===== src/rtl/stb_pkg.sv =====
// Shared widths, the pending-store entry record and its address-match helper
// for the store buffer and its CAM.
package stb_pkg;

    localparam int ADDR_W = 16;
    localparam int DATA_W = 16;

    typedef struct packed {
        logic              valid;
        logic [ADDR_W-1:0] addr;
        logic [DATA_W-1:0] data;
    } stb_entry_t;

    // A slot only matches while it holds a store that has not yet been drained.
    function automatic logic entry_match(input stb_entry_t e, input logic [ADDR_W-1:0] a);
        return e.valid && (e.addr == a);
    endfunction

    function automatic stb_entry_t make_entry(input logic [ADDR_W-1:0] a, input logic [DATA_W-1:0] d);
        stb_entry_t e;
        e.valid = 1'b1;
        e.addr  = a;
        e.data  = d;
        return e;
    endfunction

endpackage


===== src/rtl/store_buffer_if.sv =====
// CPU-side and data-memory-side signals of the store buffer.
// The slave modport is the buffer; the master modport is the datapath plus the memory.
interface store_buffer_if;
    import stb_pkg::*;

    logic [ADDR_W-1:0] cpu_addr;
    logic [DATA_W-1:0] cpu_wdata;
    logic              cpu_we;
    logic              cpu_re;
    logic [DATA_W-1:0] cpu_rdata;
    logic              cpu_stall;
    logic [ADDR_W-1:0] mem_addr;
    logic [DATA_W-1:0] mem_wd;
    logic              mem_we;
    logic              mem_re;
    logic [DATA_W-1:0] mem_rd;
    logic              stb_empty;
    logic              stb_full;

    modport slave (
        input  cpu_addr, cpu_wdata, cpu_we, cpu_re, mem_rd,
        output cpu_rdata, cpu_stall, mem_addr, mem_wd, mem_we, mem_re, stb_empty, stb_full
    );

    modport master (
        output cpu_addr, cpu_wdata, cpu_we, cpu_re, mem_rd,
        input  cpu_rdata, cpu_stall, mem_addr, mem_wd, mem_we, mem_re, stb_empty, stb_full
    );

endinterface


===== src/rtl/stb_cam.sv =====
// Parallel address compare of a load against every valid pending store,
// returning a hit flag and the data of the youngest matching store.
module stb_cam
    import stb_pkg::*;
#(
    parameter int DEPTH = 4
) (
    input  stb_entry_t                 ent_i [DEPTH],
    input  logic [$clog2(DEPTH)-1:0]   head_i,
    input  logic [ADDR_W-1:0]          addr_i,
    output logic                       hit_o,
    output logic [DATA_W-1:0]          data_o
);

    localparam int PTR_W = $clog2(DEPTH);

    // Walk oldest to youngest from the head so a later match overrides an earlier one.
    always_comb begin
        logic [PTR_W-1:0] idx;
        logic             m;
        hit_o  = 1'b0;
        data_o = {DATA_W{1'b0}};
        idx    = head_i;
        m      = 1'b0;
        for (int i = 0; i < DEPTH; i++) begin
            idx    = head_i + PTR_W'(i);
            m      = entry_match(ent_i[idx], addr_i);
            hit_o  = m ? 1'b1 : hit_o;
            data_o = m ? ent_i[idx].data : data_o;
        end
    end

endmodule


===== src/rtl/store_buffer.sv =====
// FIFO store buffer between the datapath and a single-port data memory.
// Define STB_FWD_EN to return the youngest matching pending store to a load.
module store_buffer
    import stb_pkg::*;
#(
    parameter int DEPTH = 4
) (
    input  logic            clk,
    input  logic            rst,
    store_buffer_if.slave   bus
);

    localparam int PTR_W = $clog2(DEPTH);
    localparam int CNT_W = PTR_W + 1;
    localparam logic [PTR_W-1:0] PTR_ONE = PTR_W'(1);
    localparam logic [CNT_W-1:0] CNT_ONE = CNT_W'(1);
    localparam logic [CNT_W-1:0] CNT_MAX = CNT_W'(DEPTH);

`ifdef STB_FWD_EN
    localparam logic FWD_EN = 1'b1;
`else
    localparam logic FWD_EN = 1'b0;
`endif

    stb_entry_t        ent_q [DEPTH];
    stb_entry_t        ent_d [DEPTH];
    logic [PTR_W-1:0]  head_q, head_d;
    logic [PTR_W-1:0]  tail_q, tail_d;
    logic [CNT_W-1:0]  count_q, count_d;

    logic              cam_hit_s;
    logic [DATA_W-1:0] cam_data_s;
    logic              full_s, empty_s;
    logic              store_s, load_s, mem_load_s;
    logic              fwd_hit_s, blk_hit_s;
    logic              rd_s, enq_s, deq_s, stall_s;
    logic [ADDR_W-1:0] mem_addr_s;
    logic [DATA_W-1:0] mem_wd_s, rdata_s;

    // Without forwarding the CAM still detects loads that must wait for a drain.
    stb_cam #(.DEPTH(DEPTH)) u_cam (
        .ent_i  (ent_q),
        .head_i (head_q),
        .addr_i (bus.cpu_addr),
        .hit_o  (cam_hit_s),
        .data_o (cam_data_s)
    );

    // Port arbitration: a memory-bound load takes the port unless the buffer is full;
    // stores only enqueue, so the head drains on any cycle that does not accept one.
    always_comb begin
        full_s     = (count_q == CNT_MAX);
        empty_s    = (count_q == {CNT_W{1'b0}});
        store_s    = bus.cpu_we;
        load_s     = bus.cpu_re & ~bus.cpu_we;
        fwd_hit_s  = load_s & cam_hit_s & FWD_EN;
        blk_hit_s  = load_s & cam_hit_s & ~FWD_EN;
        mem_load_s = load_s & ~cam_hit_s;
        rd_s       = mem_load_s & ~full_s;
        enq_s      = store_s & ~full_s;
        deq_s      = ~empty_s & ~rd_s & ~enq_s;
        stall_s    = (store_s & full_s) | (mem_load_s & full_s) | blk_hit_s;
    end

    // Memory port and load-result muxing; unused port fields read as zero.
    always_comb begin
        mem_addr_s = {ADDR_W{1'b0}};
        mem_wd_s   = {DATA_W{1'b0}};
        rdata_s    = {DATA_W{1'b0}};
        if (rd_s) begin
            mem_addr_s = bus.cpu_addr;
            rdata_s    = bus.mem_rd;
        end else if (deq_s) begin
            mem_addr_s = ent_q[head_q].addr;
            mem_wd_s   = ent_q[head_q].data;
        end else begin
            mem_addr_s = {ADDR_W{1'b0}};
        end
        if (fwd_hit_s) begin
            rdata_s = cam_data_s;
        end else begin
            rdata_s = rdata_s;
        end
    end

    // Next FIFO state: dequeue frees the head slot, enqueue fills the tail slot.
    always_comb begin
        ent_d  = ent_q;
        head_d = head_q;
        tail_d = tail_q;
        if (deq_s) begin
            ent_d[head_q].valid = 1'b0;
            head_d              = head_q + PTR_ONE;
        end else begin
            head_d = head_q;
        end
        if (enq_s) begin
            ent_d[tail_q] = make_entry(bus.cpu_addr, bus.cpu_wdata);
            tail_d        = tail_q + PTR_ONE;
        end else begin
            tail_d = tail_q;
        end
        case ({enq_s, deq_s})
            2'b10:   count_d = count_q + CNT_ONE;
            2'b01:   count_d = count_q - CNT_ONE;
            default: count_d = count_q;
        endcase
    end

    // State registers; reset discards every pending store immediately.
    always_ff @(posedge clk or posedge rst) begin
        if (rst) begin
            for (int i = 0; i < DEPTH; i++) begin
                ent_q[i] <= {($bits(stb_entry_t)){1'b0}};
            end
            head_q  <= {PTR_W{1'b0}};
            tail_q  <= {PTR_W{1'b0}};
            count_q <= {CNT_W{1'b0}};
        end else begin
            ent_q   <= ent_d;
            head_q  <= head_d;
            tail_q  <= tail_d;
            count_q <= count_d;
        end
    end

    assign bus.cpu_rdata = rdata_s;
    assign bus.cpu_stall = stall_s;
    assign bus.mem_addr  = mem_addr_s;
    assign bus.mem_wd    = mem_wd_s;
    assign bus.mem_we    = deq_s;
    assign bus.mem_re    = rd_s;
    assign bus.stb_empty = empty_s;
    assign bus.stb_full  = full_s;

endmodule


===== src/flat_wrapper.sv =====
// flat-port wrapper written by rule: the top's interface ports become plain ports
module store_buffer_flat import stb_pkg::*;
#(
    parameter int DEPTH = 4
)
  (clk, rst, bus_cpu_addr, bus_cpu_wdata, bus_cpu_we, bus_cpu_re, bus_mem_rd, bus_cpu_rdata, bus_cpu_stall, bus_mem_addr, bus_mem_wd, bus_mem_we, bus_mem_re, bus_stb_empty, bus_stb_full);
  store_buffer_if bus_i ();
  input  logic clk;
  input  logic rst;
  input wire logic [$bits(bus_i.cpu_addr)-1:0] bus_cpu_addr;
  input wire logic [$bits(bus_i.cpu_wdata)-1:0] bus_cpu_wdata;
  input wire logic [$bits(bus_i.cpu_we)-1:0] bus_cpu_we;
  input wire logic [$bits(bus_i.cpu_re)-1:0] bus_cpu_re;
  input wire logic [$bits(bus_i.mem_rd)-1:0] bus_mem_rd;
  output wire logic [$bits(bus_i.cpu_rdata)-1:0] bus_cpu_rdata;
  output wire logic [$bits(bus_i.cpu_stall)-1:0] bus_cpu_stall;
  output wire logic [$bits(bus_i.mem_addr)-1:0] bus_mem_addr;
  output wire logic [$bits(bus_i.mem_wd)-1:0] bus_mem_wd;
  output wire logic [$bits(bus_i.mem_we)-1:0] bus_mem_we;
  output wire logic [$bits(bus_i.mem_re)-1:0] bus_mem_re;
  output wire logic [$bits(bus_i.stb_empty)-1:0] bus_stb_empty;
  output wire logic [$bits(bus_i.stb_full)-1:0] bus_stb_full;
  assign bus_i.cpu_addr = bus_cpu_addr;
  assign bus_i.cpu_wdata = bus_cpu_wdata;
  assign bus_i.cpu_we = bus_cpu_we;
  assign bus_i.cpu_re = bus_cpu_re;
  assign bus_i.mem_rd = bus_mem_rd;
  assign bus_cpu_rdata = bus_i.cpu_rdata;
  assign bus_cpu_stall = bus_i.cpu_stall;
  assign bus_mem_addr = bus_i.mem_addr;
  assign bus_mem_wd = bus_i.mem_wd;
  assign bus_mem_we = bus_i.mem_we;
  assign bus_mem_re = bus_i.mem_re;
  assign bus_stb_empty = bus_i.stb_empty;
  assign bus_stb_full = bus_i.stb_full;
  store_buffer #(.DEPTH(DEPTH)) u_core (.clk(clk), .rst(rst), .bus(bus_i));
endmodule

===== config.mk =====
export PLATFORM = sky130hd
export DESIGN_NAME = store_buffer_flat
export DESIGN_NICKNAME = d
export VERILOG_FILES = /design/src/rtl/stb_pkg.sv /design/src/rtl/store_buffer_if.sv /design/src/rtl/stb_cam.sv /design/src/rtl/store_buffer.sv /design/src/flat_wrapper.sv
export SDC_FILE = /design/constraint.sdc
export NUM_CORES = 1
export LEC_CHECK = 0
export CAP_MARGIN = 10
export CORE_MARGIN = 2
export CORE_UTILIZATION = 25
export CTS_CLUSTER_DIAMETER = 150
export DETAILED_ROUTE_END_ITERATION = 10
export SYNTH_ARGS = -nofsm -noshare
export SYNTH_HDL_FRONTEND = slang
export SYNTH_SLANG_ARGS = --single-unit

===== constraint.sdc =====
create_clock -name clk -period 14.9 [get_ports clk]
set_input_delay 3.725 -clock clk [delete_from_list [all_inputs] [get_ports clk]]
set_output_delay 3.725 -clock clk [all_outputs]
set_load 0.01 [all_outputs]

Yosys cells after proc, flatten, opt, wreduce, memory -nomap -nowiden
Index checks and enable logic that the tools add are counted.
- bits in latches: 0
- word-level logic and storage cells: 95
- RAM bits: 0
- ROM bits: 0
- register bits after elaboration: 139
- bits of input ports: 52
- memories kept: 0
- bitwise operators: 22
- reduce and logical (&&, ||, !) cells: 8
- $add $sub $neg: 6
- shift-type cells: 0
- muxes and demuxes: 30
- order comparisons: 7
- div/mod/pow operators: 0
- eq/ne operators: 7
- $mul: 0
- operator list (operator ; count):
    2-to-1 mux 33 bit ; 10
    binary-select mux 33 bit (select 2 bit) ; 4
    bitwise mux 132 bit ; 2
    2-to-1 mux 132 bit ; 2
    demux 33 bit (select 2 bit) ; 2
    2-to-1 mux 16 bit ; 5
    == test 16 bit ; 4
    >= comparator 3 bit (second input constant) ; 5
    inverter 2 -> 3 bit ; 5
    bitwise AND 1 bit ; 9
    logical AND 1 bit ; 6
    less-than comparator 3 x 1 -> 1 bit (second input constant) ; 2
    inverter 1 bit ; 6
    case mux 3 bit (2 select lines) ; 1
    adder 2 x 1 -> 2 bit (second input constant) ; 2
    adder 2 bit (second input constant) ; 2
    2-to-1 mux 1 bit ; 4
    adder 3 x 1 -> 3 bit (second input constant) ; 1
    == test 3 bit (second input constant) ; 1
    zero test 3 bit ; 1
    subtractor 3 x 1 -> 3 bit (second input constant) ; 1
    == test 2 x 1 -> 1 bit (second input constant) ; 1
    == test 2 bit (second input constant) ; 1
    OR 1 bit ; 2
    nonzero test 2 bit ; 1

Logic depth before layout (Yosys ltp)
Gate-level depths: netlist of run 1.
- depth after elaboration: 19
- gate-level depth with buffers: 22
- mapped depth without buffers: 15

Modules after synthesis
Synthesis of run 1 repeated with hierarchy kept, for this count alone.
- cells, all modules: 972
- area total of the unflattened synthesis: 11828.8 um2
- by module, submodules not included (module ; area each (um2) ; cells each ; instances ; seq. area each (um2)):
    store_buffer ; 7248.2 ; 439 ; 1 ; 3478.3
    stb_cam ; 4580.6 ; 533 ; 1 ; 0.0

Least setup slack after synthesis of run 1
No wires, ideal clock.
- path type: input port to output port
- start: input port bus_cpu_addr[6]
- end: output port bus_mem_addr[13]
- path slack: 5413 ps
- stages on the path: 9
- required time: 11175 ps
- arrival: 5762 ps
- cell sequence: clkbuf_1 -> nor2_1 -> a2111oi_0 -> a2111oi_0 -> a311o_2 -> or2_4 -> inv_4 -> buf_12 -> mux2_4
- word-level cells in the longest chain between the ends: 14
- elaborated cells between the ends (all ways): 20
- those cells by class: 4 x eq/ne; 6 x mux; 6 x bitwise; 4 x reduce/logical
- RTL lines (what ; RTL line ; source):
    from (decl) ; flat_wrapper.sv:10 ; input wire logic [$bits(bus_i.cpu_addr)-1:0] bus_cpu_addr;
    == test 16 bit ; stb_pkg.sv:16 ; return e.valid && (e.addr == a);
    logical AND 1 bit ; stb_pkg.sv:16 ;
    2-to-1 mux 1 bit (3 in a row) ; stb_cam.sv:28 ; hit_o = m ? 1'b1 : hit_o;
    2-to-1 mux 1 bit (*) ; stb_cam.sv:28 ;
    inverter 1 bit (*) ; store_buffer.sv:58 ; mem_load_s = load_s & ~cam_hit_s;
    bitwise AND 1 bit (*) ; store_buffer.sv:58 ;
    bitwise AND 1 bit (*) ; store_buffer.sv:59 ; rd_s = mem_load_s & ~full_s;
    inverter 1 bit ; store_buffer.sv:61 ; deq_s = ~empty_s & ~rd_s & ~enq_s;
    bitwise AND 1 bit (2 in a row) ; store_buffer.sv:61 ;
    2-to-1 mux 16 bit ; store_buffer.sv:73 ; end else if (deq_s) begin
    2-to-1 mux 16 bit (*) ; store_buffer.sv:70 ; if (rd_s) begin
    to (decl) ; flat_wrapper.sv:17 ; output wire logic [$bits(bus_i.mem_addr)-1:0] bus_mem_addr;
Mark *: on every way between the ends. The rest lies on a longest branch, timed or not.

Worst setup path in the final report of run 1
- start: input port bus_cpu_addr[6]
- end: output port bus_mem_addr[14]
The elaborated chain is that of the path after synthesis.

==> results of run 1 <==
## registers in the layout (all words and copies together) (netlist names)
signal          cells
u_core.ent_q      132
u_core.head_q       2
u_core.tail_q       2
u_core.count_q      3
## path summary, 6_finish.rpt
kind / slack (ns) / end
worst max-delay path: 3.63 / bus_mem_addr[14]
worst min-delay path: 0.50 / u_core.ent_q[14]
worst max register to register: 8.89 / u_core.count_q[2]
worst min register to register: 0.50 / u_core.ent_q[14]
max in group asynchronous: 9.83 / u_core.ent_q[112]
min in group asynchronous: 3.85 / u_core.ent_q[87]
## synth_stat cells (all sizes together), types with 2 or more instances
master   instances
inv             28
a221oi           2
a2bb2oi          4
nand4            5
dfrtp          139
and2            16
nor2            17
nor2b           16
a21oi            4
mux2           110
mux2i           36
mux4            67
nand3            2
o211ai           5
a211oi           2
clkinv           4
nor3b            3
a311o            2
and3             3
or3              2
ha               8
a2111oi          3
clkbuf          22
o22ai            2
xor2            14
o21ai           43
nor3             5
xnor2           50
nand2           68
buf             26
nor4             8
## metrics by stage
step | instance area, um^2 | hold slack, ns | util [%] | total power [mW] | setup WS, ns
6_report | 10900 | 0.501 | 30.8 | 2.66 | 3.63
5_1_grt | 10900 | 0.509 | 30.8 | 2.85 | 3.42
4_1_cts | 10900 | 0.504 | 30.8 | 2.69 | 3.61
3_5_place_dp | 10300 | 0.490 | 29.2 | 2.27 | 3.63
3_3_place_gp | 10300 | 0.482 | 29.2 | 2.25 | 3.83
2_1_floorplan | 8890 | 0.474 | - | 1.86 | 5.41
## critical path, stage by stage
cell,delay [ns]
clkdlybuf4s50_1,0.84
nor2_1,0.07
a2111oi_0,0.57
a2111oi_0,0.25
a311o_2,0.49
or2_4,0.28
inv_4,0.35
mux2i_1,0.35
clkdlybuf4s50_1,0.58
## per-layer routing
metal	GRT usage [%]	up-vias	routed length (um)
met5	0	-	0
met4	3.08	0	250
met3	2.93	18	1230
met2	21.6	154	11700
met1	18.2	3236	10800
li1	-	2823	-
## cells by family after synthesis
logic type,Yosys count,synth area share [%]
multiplexers,213,35.1
AND/OR/NAND/NOR,149,8.13
flip-flops,139,39.1
buffers and inverters,80,4.50
AO/OA/AOI/OAI,75,5.49
XOR/XNOR,64,6.30
adder cells (fa/ha/maj),9,1.35
## power by group
part,switching (mW),internal (mW)
registers,0.208,0.570
logic,0.656,0.821
clock network,0.175,0.235
total,1.04,1.62
## area by class of cell
class	instances	area share, %
sequential	139	32.0
multi-input combinational	510	46.2
clock inverter	12	1.05
clock buffer	19	4.07
tap	461	5.30
inverter	32	1.17
timing repair buffer	113	10.2
==> impl_results.md, run 1 <==
* Gate Count Post-Synth at 729
* Longest Clk Path Bufs at 2
* DRT iter0 DRCs at 457
* DRC viols at 0
* Rel. slew slack at 37.1%
* Area grow syn2layout at 22.4%
* Hold depth at 1
* Sequential share of the synthesized area at 39.1%
* Seq cells post-synth at 139
* Tmin final at 11.27 ns
* Initial antenna violation count at 0
* Count of buffers from port buffering at 104
* CTS tree: yes
* Post-synth EDFFs at 0
* FMAX at 88.7 MHz
* Final Hold Fails at 0
* Run status: complete, no violations
* Total track usage at 13.4%
* Main synth FF type: dfrtp_1
* Post-DR vias/cell at 4.85
* CTS HTree Levels at 4
* Worst Hold Class: flop to flop
* Antenna cells at 0
* Filler Cell Count at 3,586
* Setup Viol. Count Final at 0
* Die height at 193 um
* Arr. time, crit path at 7.54 ns
* DRT Pass-1 Iters at 5
* CTS Hold Bufs at 0
* Gpl congestion at 0.816
* Hold wc startpoint: u_core.ent_q[14]
* Postcts setup bufs at 0
* Clk_lat worst skew at 0.43 ns
* Synth area leader: dfrtp_1
* Clock slew at reported path FFs at 0.06 ns
* Post-Layout Cell Count at 1,286
* Max VDD drop at 0.117 mV
* Power Dens Cells at 245 nW/um^2
* Die width at 193 um
* Synth area leaders: dfrtp_1 (39%), mux4_2 (17%), mux2_2 (13%), xnor2_1 (4.9%), mux2i_1 (4.1%)
* Data required, critical path at 11.18 ns
* Synth unique cells at 54
* FF-to-FF path depth at 14
* Worst setup path start: bus_cpu_addr[6]
* Synth Warn # at 0
* Root buffer cell: clkbuf_16
* Mapped Area at 8890 um^2
* Multi-input logic area at 5030 um^2
* Critical Path Fanout Max at 33
* Setup Skew at 0.00881 ns
* Static Leakage at 4.29 nW
* Most frequent cells in the layout: dfrtp_1 (137), mux2_2 (106), clkdlybuf4s50_1 (104)
* Worst slew pin tran at 0.920 ns
* Die Area at 37,100 um^2
* Largest net degree at the start of global routing at 81
* Starting Density at 25.2%
* Post-synthesis async set-or-reset flop share at 100%
* Crit end category: output port
* Routed length per instance at 18.7 um
* Setup TNS Final at 0 ns
* Pins Over Slew Limit at 0
* CTS Buf Count at 17
* HPWL after DPL at 16,100 um
* Post-Syn Nets at 790
* Post-layout nets at 874
* First-pass GRT wire length at 37,300 um
* Worst r2r src: u_core.head_q[0]
* Core area at 35,300 um^2
* Unrepaired setup endpoints after global routing: false
* CP Class: input pin to output port
* Mean area per synthesized cell at 12.2 um^2
* Reg area at 3490 um^2
* Yosys top cell area share at 39.1%
* Row count at 69
* Congestion Overflow GR at 0
* Antenna-violating nets left at 0
* Share of post-route cells with drive strength above 1 at 28.2%
* # IOs at 105
* CTS sink cnt at 139
* Vias in the first global route at 6,212
* Vias at 6,231
* Max_cap viols at 0
* CP Launch Type: input pin
* Routed WL at 24,000 um
* Cts repair resizes at 0
* Placed cell count at 1,255
* Period utilization at 75.6%
* Commonest non-fill, non-tap cell in the layout: dfrtp_1
Power figures use the tool's default switching activity.
==> run 2: changes to the inputs <==
==> constraint.sdc (replaced) <==
create_clock -name clk -period 10.9 [get_ports clk]
set_input_delay 2.725 -clock clk [delete_from_list [all_inputs] [get_ports clk]]
set_output_delay 2.725 -clock clk [all_outputs]
set_load 0.01 [all_outputs]
==> impl_results.md, run 2 (synthesis gave the netlist of run 1 again) <==
* Data required, critical path at 8.18 ns
* FMAX at 110 MHz
* First-pass GRT wire length at 37,000 um
* Vias at 6,202
* Final Hold Fails at 0
* Max incr delay on CP at 0.65 ns
* Rel. slew slack at 30.9%
* Clock slew at reported path FFs at 0.06 ns
* Worst Hold Class: flop to flop
* # IOs at 105
* Most frequent cells in the layout: dfrtp_1 (137), mux2_2 (106), clkdlybuf4s50_1 (104)
* Post-DR vias/cell at 4.82
* Total track usage at 13.3%
* Root buffer cell: clkbuf_16
* Placed inst area at 10,300 um^2
* Crit end category: output port
* Pins Over Slew Limit at 0
* Static Leakage at 4.31 nW
* Longest Clk Path Bufs at 2
* Area grow syn2layout at 22.9%
* Die width at 193 um
* Max_cap viols at 0
* Setup Viol. Count Final at 0
* Filler Cell Count at 3,562
* Power Dens Cells at 337 nW/um^2
* Starting Density at 25.2%
* Initial antenna violation count at 0
* Logic pwr share at 54.9%
* Buffers plus inverters on the worst setup path at 4
* CTS sink cnt at 139
* Sw Ratio at 38.7%
* Share of post-route cells with drive strength above 1 at 28.5%
* Core area at 35,300 um^2
* Period utilization at 83.3%
* Vias in the first global route at 6,152
* Run status: complete, no violations
* Reg area at 3490 um^2
* CTS Hold Bufs at 0
* CP max stage cell: clkdlybuf4s50_1
* Largest net degree at the start of global routing at 81
* Tmin final at 9.08 ns
* Setup TNS Final at 0 ns
* Largest regs: u_core.ent_q: 132 flops, u_core.count_q: 3 flops
* CTS Buf Count at 17
* Die height at 193 um
* Post-layout nets at 874
* Post-layout util at 31.0%
* Clk_lat worst skew at 0.43 ns
* Setup Skew at 0.00835 ns
* Pre-CTS setup slack at 1.80 ns
* Row count at 69
* Crit-path leading delay family: buffers and inverters
* Clock share of power at 16.2%
* Switching power at 1.43 mW
* Antenna-violating nets left at 0
* HPWL after DPL at 16,100 um
* Commonest non-fill, non-tap cell in the layout: dfrtp_1
* CP Launch Type: input pin
* Critical Path Fanout Max at 33
* Routed length per instance at 18.6 um
* Max VDD drop at 0.143 mV
* Worst slew pin tran at 1.04 ns
* Multi-input logic area at 5030 um^2
* Gpl congestion at 0.826
* Arr. time, crit path at 6.36 ns
* Post-route design area at 10,900 um^2
* DRC viols at 0
* Biggest register: u_core.ent_q
* Most used cell, CP: clkdlybuf4s50_1
* DRT Pass-1 Iters at 5
* Die Area at 37,100 um^2
* CTS tree: yes
* Largest register FFs at 132
* Int Pwr at 2.26 mW
* CP Class: input pin to output port
* Unrepaired setup endpoints after global routing: false
* Count of buffers from port buffering at 104
* CTS HTree Levels at 4
* Congestion Overflow GR at 0
* Antenna cells at 0
* Postcts setup bufs at 0
* Reg power frac at 28.9%
* DRT iter0 DRCs at 422
* Routed WL at 24,000 um
* PnR worst setup slack at 1.82 ns
* Cts repair resizes at 0
* Crit-path cells: clkdlybuf4s50_1 -> clkinv_1 -> xnor2_1 -> nor3_1 -> nand4_1 -> o22ai_1 -> a311o_2 -> or2_4 -> inv_4 -> mux2i_1 -> clkdlybuf4s50_1
==> run 2: changes by cell type in the layout (fill, tap and decap cells not counted), sizes merged <==
| cell | before | now |
|---|---|---|
| bufinv | 1 | 2 |
| clkinv | 10 | 9 |
| clkinvlp | 1 | 0 |
| inv | 32 | 34 |
==> run 2: area by class of cell <==
cell class | count | share of cell area, %
multi-input combinational | 510 | 46.0
sequential | 139 | 31.9
timing repair buffer | 113 | 10.1
tap | 461 | 5.28
clock buffer | 19 | 4.14
clock inverter | 13 | 1.42
inverter | 32 | 1.17
==> run 2: per-layer routing <==
layer | vias up | routed length [um] | GRT usage, %
met5 | - | 0 | 0
met4 | 0 | 240 | 3.29
met3 | 16 | 1160 | 3.07
met2 | 144 | 11700 | 21.6
met1 | 3217 | 10800 | 17.8
li1 | 2825 | - | -
==> run 2: power groups by stage <==
stage                     clock network (mW)  logic, mW  registers [mW]
after global routing                   0.639       2.18            1.11
after CTS                              0.618       2.05            1.07
final                                  0.600       2.02            1.07
after detailed placement                   0       2.03            1.07
after global placement                     0       2.02            1.06
after floorplan                            0       1.61           0.930
==> run 2: final timing paths <==
check	from	end	slack (ns)	cells after the start
worst max-delay path	bus_cpu_addr[5]	bus_mem_addr[10]	1.82	11
worst min register to register	u_core.ent_q[76]	u_core.ent_q[76]	0.50	1
max in group asynchronous	rst	u_core.ent_q[112]	6.82	3
worst max register to register	u_core.head_q[0]	u_core.count_q[2]	4.82	15
min in group asynchronous	rst	u_core.head_q[1]	2.85	2
worst min-delay path	u_core.ent_q[76]	u_core.ent_q[76]	0.50	1
==> run 2: through the flow <==
| step | power [mW] | cells | hold WS, ns |
|---|---|---|---|
| 2_1_floorplan | 2.54 | 729 | 0.474 |
| 3_3_place_gp | 3.08 | 1255 | 0.481 |
| 3_5_place_dp | 3.11 | 1255 | 0.488 |
| 4_1_cts | 3.73 | 1287 | 0.503 |
| 5_1_grt | 3.93 | 1287 | 0.515 |
| 6_report | 3.69 | 1287 | 0.500 |
